**src/rtl/pc_pkg.sv**
```systemverilog
// Shared types, constants and helpers for the fetch PC generator.
package pc_pkg;

  localparam logic [31:0] PC_RESET_VECTOR = 32'hbfc0_0000;

  typedef enum logic {PC_RUN, PC_HOLD} pc_state_t;

  typedef enum logic [1:0] {RD_NONE, RD_BRANCH, RD_EXC} redirect_kind_t;

  // Instruction slots left between addr and the next fetch-group boundary.
  function automatic logic [31:0] slots_to_boundary(input logic [31:0] addr,
                                                    input int fetch_width);
    logic [31:0] offset;
    offset = (addr >> 2) & (32'(fetch_width) - 32'd1);
    return 32'(fetch_width) - offset;
  endfunction

endpackage

```
**src/rtl/pc_redirect_latch.sv**
```systemverilog
// Holds one redirect that arrived while the front end was stalled.
// Exceptions always overwrite; branches only fill an empty slot.
module pc_redirect_latch
  import pc_pkg::*;
(
  input  logic           clk,
  input  logic           rst,
  input  logic           pc_en,
  input  logic           branch_taken,
  input  logic [31:0]    branch_address,
  input  logic           exception_taken,
  input  logic [31:0]    exception_address,
  output redirect_kind_t pending_kind,
  output logic [31:0]    pending_address
);

  redirect_kind_t kind_reg;
  logic [31:0]    addr_reg;

  // A branch seen behind an already-latched redirect is on the wrong path.
  always_ff @(posedge clk or negedge rst) begin
    if (!rst) begin
      kind_reg <= RD_NONE;
      addr_reg <= '0;
    end else if (pc_en) begin
      kind_reg <= RD_NONE;
    end else if (exception_taken) begin
      kind_reg <= RD_EXC;
      addr_reg <= exception_address;
    end else if (branch_taken && kind_reg == RD_NONE) begin
      kind_reg <= RD_BRANCH;
      addr_reg <= branch_address;
    end
  end

  assign pending_kind    = kind_reg;
  assign pending_address = addr_reg;

endmodule

```
**src/rtl/pc_fetch_gen.sv**
```systemverilog
// Fetch-group PC generator: redirect priority, stall capture and
// boundary-clamped sequential advance.
module pc_fetch_gen
  import pc_pkg::*;
#(
  parameter int          FETCH_WIDTH  = 2,
  parameter logic [31:0] RESET_VECTOR = PC_RESET_VECTOR,
  parameter int          CW           = $clog2(FETCH_WIDTH + 1)
) (
  input  logic          clk,
  input  logic          rst,
  input  logic          pc_en,
  input  logic          fifo_full,
  input  logic [CW-1:0] fetch_count,
  input  logic          branch_taken,
  input  logic [31:0]   branch_address,
  input  logic          exception_taken,
  input  logic [31:0]   exception_address,
  output logic [31:0]   pc_address,
  output logic          pc_valid,
  output logic [CW-1:0] group_slots,
  output logic          redirect_pending,
  output logic          misalign
);

  pc_state_t      state_reg, state_next;
  logic [31:0]    pc_reg, pc_next;
  logic           valid_reg;
  logic           misalign_reg;
  logic [CW-1:0]  take;
  redirect_kind_t pending_kind;
  logic [31:0]    pending_address;

  pc_redirect_latch u_latch (
    .clk               (clk),
    .rst               (rst),
    .pc_en             (pc_en),
    .branch_taken      (branch_taken),
    .branch_address    (branch_address),
    .exception_taken   (exception_taken),
    .exception_address (exception_address),
    .pending_kind      (pending_kind),
    .pending_address   (pending_address)
  );

  assign group_slots = CW'(slots_to_boundary(pc_reg, FETCH_WIDTH));
  assign take        = (fetch_count > group_slots) ? group_slots : fetch_count;

  // Slots are only consumed from a valid request, so an invalid PC
  // (just out of reset, or misaligned) never advances on its own.
  always_comb begin
    state_next = state_reg;
    pc_next    = pc_reg;
    if (pc_en) begin
      state_next = PC_RUN;
      if (exception_taken) begin
        pc_next = exception_address;
      end else if (state_reg == PC_HOLD && pending_kind != RD_NONE) begin
        pc_next = pending_address;
      end else if (branch_taken) begin
        pc_next = branch_address;
      end else if (valid_reg && !fifo_full && fetch_count != '0) begin
        pc_next = pc_reg + (32'(take) << 2);
      end
    end else begin
      state_next = PC_HOLD;
    end
  end

  always_ff @(posedge clk or negedge rst) begin
    if (!rst) begin
      state_reg    <= PC_RUN;
      pc_reg       <= RESET_VECTOR;
      valid_reg    <= 1'b0;
      misalign_reg <= 1'b0;
    end else begin
      state_reg    <= state_next;
      pc_reg       <= pc_next;
      valid_reg    <= (pc_next[1:0] == 2'b00);
      misalign_reg <= (pc_next[1:0] != 2'b00);
    end
  end

  assign pc_address       = pc_reg;
  assign pc_valid         = valid_reg;
  assign misalign         = misalign_reg;
  assign redirect_pending = (pending_kind != RD_NONE);

endmodule

```
**config.mk**
```make
export PLATFORM = sky130hd
export DESIGN_NAME = pc_fetch_gen
export DESIGN_NICKNAME = d
export VERILOG_FILES = /design/src/rtl/pc_pkg.sv /design/src/rtl/pc_redirect_latch.sv /design/src/rtl/pc_fetch_gen.sv
export SDC_FILE = /design/constraint.sdc
export NUM_CORES = 1
export LEC_CHECK = 0
export CAP_MARGIN = 20
export CORE_MARGIN = 2
export CORE_UTILIZATION = 47
export DETAILED_ROUTE_END_ITERATION = 10
export PLACE_DENSITY_LB_ADDON = 0.05
export SETUP_SLACK_MARGIN = 0.2
export SLEW_MARGIN = 10
export SYNTH_ARGS = -nofsm -noshare
export SYNTH_HDL_FRONTEND = slang
export SYNTH_SLANG_ARGS = --single-unit
```
**constraint.sdc**
```tcl
create_clock -name clk -period 2.9 [get_ports clk]
set_input_delay 0.87 -clock clk [delete_from_list [all_inputs] [get_ports clk]]
set_output_delay 0.87 -clock clk [all_outputs]
set_load 0.02 [all_outputs]
```
==> impl_metrics.json <==
{
  "status": "complete, no violations",
  "synth_compound_area_share_pct": 23.52,
  "clkSinkCount": 69,
  "gp_congestion": 0.8514,
  "syn_nets": 602,
  "worstPathCellList": "or2_2 > clkdlybuf4s50_1",
  "required_ps": 2030,
  "synthAdderAreaFrac_pct": 1.006,
  "grt_max_degree": 40,
  "drv_cap": 0,
  "synth.distinct_cells": 59,
  "drtIter0Drc": 253,
  "grt_pass1_wl_um": 22890,
  "synth_area_leaders": "dfrtp_1 (34%), mux2i_1 (8.5%), o21ai_0 (6.8%), nand2_1 (5.4%), dfstp_2 (5.3%)",
  "routed_wirelength_um": 14230,
  "cp_slowest_cell": "clkdlybuf4s50_1",
  "maxSlewHeadroom_pct": 52.76,
  "rsz0062_at_grt": "no",
  "ys_seq_elements": 69,
  "start_kind": "flop",
  "ys.flop_type": "dfrtp_1",
  "grt_pass1_vias": 4519,
  "cts_hold_buf": 0,
  "yosysWarnings": 0,
  "grt_antenna_before_repair": 0,
  "die_y_um": 101.6,
  "critPathTopFamily": "buffers and inverters",
  "synth.area.mux_share_pct": 8.994,
  "viasPerCell": 5.994,
  "antennaDiodeCount": 0,
  "postPlaceCellArea_um2": 5936,
  "p_per_area_nw_per_um2": 541.7,
  "fin_hold_ws_ps": 347.6,
  "cts_htree_levels": 3,
  "cts_tree": "done",
  "fin_skew_ps": 12.32,
  "fin_crit_sh_pct": 88.44,
  "total_power_uw": 3383,
  "syn_avg_cell_area_um2": 8.500,
  "finalSetupTns_ps": 0,
  "synth_edf_count": 0,
  "max_stage_delay_ps": 550,
  "dpl.hpwl_um": 10190,
  "synth_top_area_share_pct": 33.52,
  "cp_max_fo": 7,
  "drive_gt1_share_pct": 14.70,
  "finalHoldViolCount": 0,
  "num_io_pins": 109,
  "netlist_area_um2": 4479,
  "rows": 35,
  "final_cell_area_um2": 6245,
  "cts_buffer_depth": 2,
  "core_um2": 9240,
  "critPathCaptureType": "output port",
  "ir_drop_mv": 0.2873,
  "worstPathArrival_ps": 1690,
  "path_buf_inv": 1,
  "io_buffer_count": 108,
  "fill_cells": 794,
  "die_x_um": 101.6,
  "worst_slew_pin_slew_ps": 708.7,
  "cts_root_buf": "clkbuf_8",
  "clk_pin_slew_ps": 80,
  "synth_common_cells": "nand2_1 (64), o21ai_0 (61), dfrtp_1 (60)",
  "drv_slew": 0,
  "vias": 4687,
  "yosysSeqAreaShare_pct": 38.80,
  "yosys.area_share.simple_pct": 20.34,
  "syn-instance-count": 527,
  "area_delta_synth_final_pct": 39.41,
  "wl_per_cell_um": 18.19,
  "fin_nets": 723,
  "dieArea_um2": 10330,
  "firstDrtPassIters": 5,
  "synth_top_area_cell": "dfrtp_1",
  "setup_viol": 0,
  "leakage_uw": 0.002612,
  "grt-ovfl-total": 0,
  "hp-class": "in -> async",
  "synth_xor_area_share_pct": 2.151,
  "synth_top_family_by_area": "compound AO/OA/AOI/OAI gates",
  "timing.final.crit_period_ps": 2565,
  "synthArstFlopShare_pct": 100.0,
  "clock.fmax_ghz": 0.3899,
  "insertion_delay_ps": 350,
  "crit_type": "reg -> out",
  "drtAntennaViolNets": 0,
  "numCtsBuffers": 9,
  "yosysMostFrequentCell": "nand2_1",
  "initial_utilization_pct": 48.48,
  "drc": 0,
  "gr-usage-all-layers_pct": 28.19
}
-- routing by layer --
layer / part of all wire, % / routed length, µm / global-route usage [%] / vias up
met5: 0 / 0 / 0 / -
li1: - / - / - / 2205
met4: 1.6 / 225 / 9.148 / 0
met3: 7.0 / 996 / 4.348 / 20
met2: 47 / 6717 / 44.23 / 191
met1: 44 / 6288 / 39.97 / 2271
-- cell type report --
cell class / count / area [µm²] / area share [%]
clock inverter: 3 / 90.09 / 1.443
clock buffer: 13 / 168.9 / 2.705
multi-input combinational: 404 / 2619 / 41.94
timing repair buffer: 151 / 1419 / 22.72
sequential: 69 / 1738 / 27.83
tap: 129 / 161.4 / 2.585
inverter: 13 / 48.80 / 0.7814
-- path summary, 6_finish.rpt --
path,start,end,slack (ps),cells past startpoint
worst min register to register,u_latch.pending_address[5],u_latch.pending_address[5],480,2
min in group clk,u_latch.pending_address[5],u_latch.pending_address[5],480,2
worst min-delay path,rst,u_latch.pending_address[24],350,1
worst max register to register,pc_address[2],pc_address[28],590,8
max in group asynchronous,rst,pc_address[31],1910,2
worst max-delay path,u_latch.pending_kind[1],redirect_pending,340,2
-- timing repair --
action | CTS | global route
pin swaps | 1 | 3
gates cloned | 0 | 0
setup endpoints to repair | 20 | 17
buffers inserted | 0 | 1
gates resized for setup | 8 | 8
-- stage by stage --
stage               cells  utilization, %  setup slack [ps]
finish                782           67.58             335.4
global route          782           67.58             293.1
CTS                   781           67.29             170.2
detailed placement    765           64.24            -461.5
global placement      765           64.24            -434.9
floorplan             527               -             153.1
-- cell families (layout without fill, tap and decap cells) --
| family | Yosys count | count (layout) |
|---|---|---|
| and+or+nand+nor | 183 | 183 |
| AOI/OAI and AO/OA | 167 | 167 |
| DFF | 69 | 69 |
| buffers and inverters | 54 | 180 |
| muxes | 40 | 40 |
| xor gates and xnor gates | 11 | 11 |
| adders and majority gates | 3 | 3 |
-- cell usage in the layout (no fill, tap or decap), types with 9 or more instances in the layout --
| cell type | instances |
|---|---|
| mux2i_1 | 38 |
| dfrtp_1 | 60 |
| clkbuf_8 | 12 |
| clkdlybuf4s50_1 | 104 |
| nand4_1 | 9 |
| o21ai_0 | 59 |
| and3_1 | 12 |
| dfstp_2 | 9 |
| inv_1 | 13 |
| nor3_1 | 12 |
| buf_4 | 42 |
| or3_1 | 11 |
| a31oi_1 | 9 |
| a21oi_1 | 32 |
| nand3_1 | 18 |
| nor2_1 | 24 |
| nand2_1 | 63 |
-- report_power, final --
group / total [µW] / switching, µW / leakage, µW / internal (µW)
clock network: 1030 / 384 / 0.000130 / 643
logic: 1040 / 528 / 0.00166 / 508
registers: 1320 / 183 / 0.000822 / 1140
total: 3380 / 1090 / 0.00261 / 2290
Note: power is estimated with default switching activity, not from simulation.
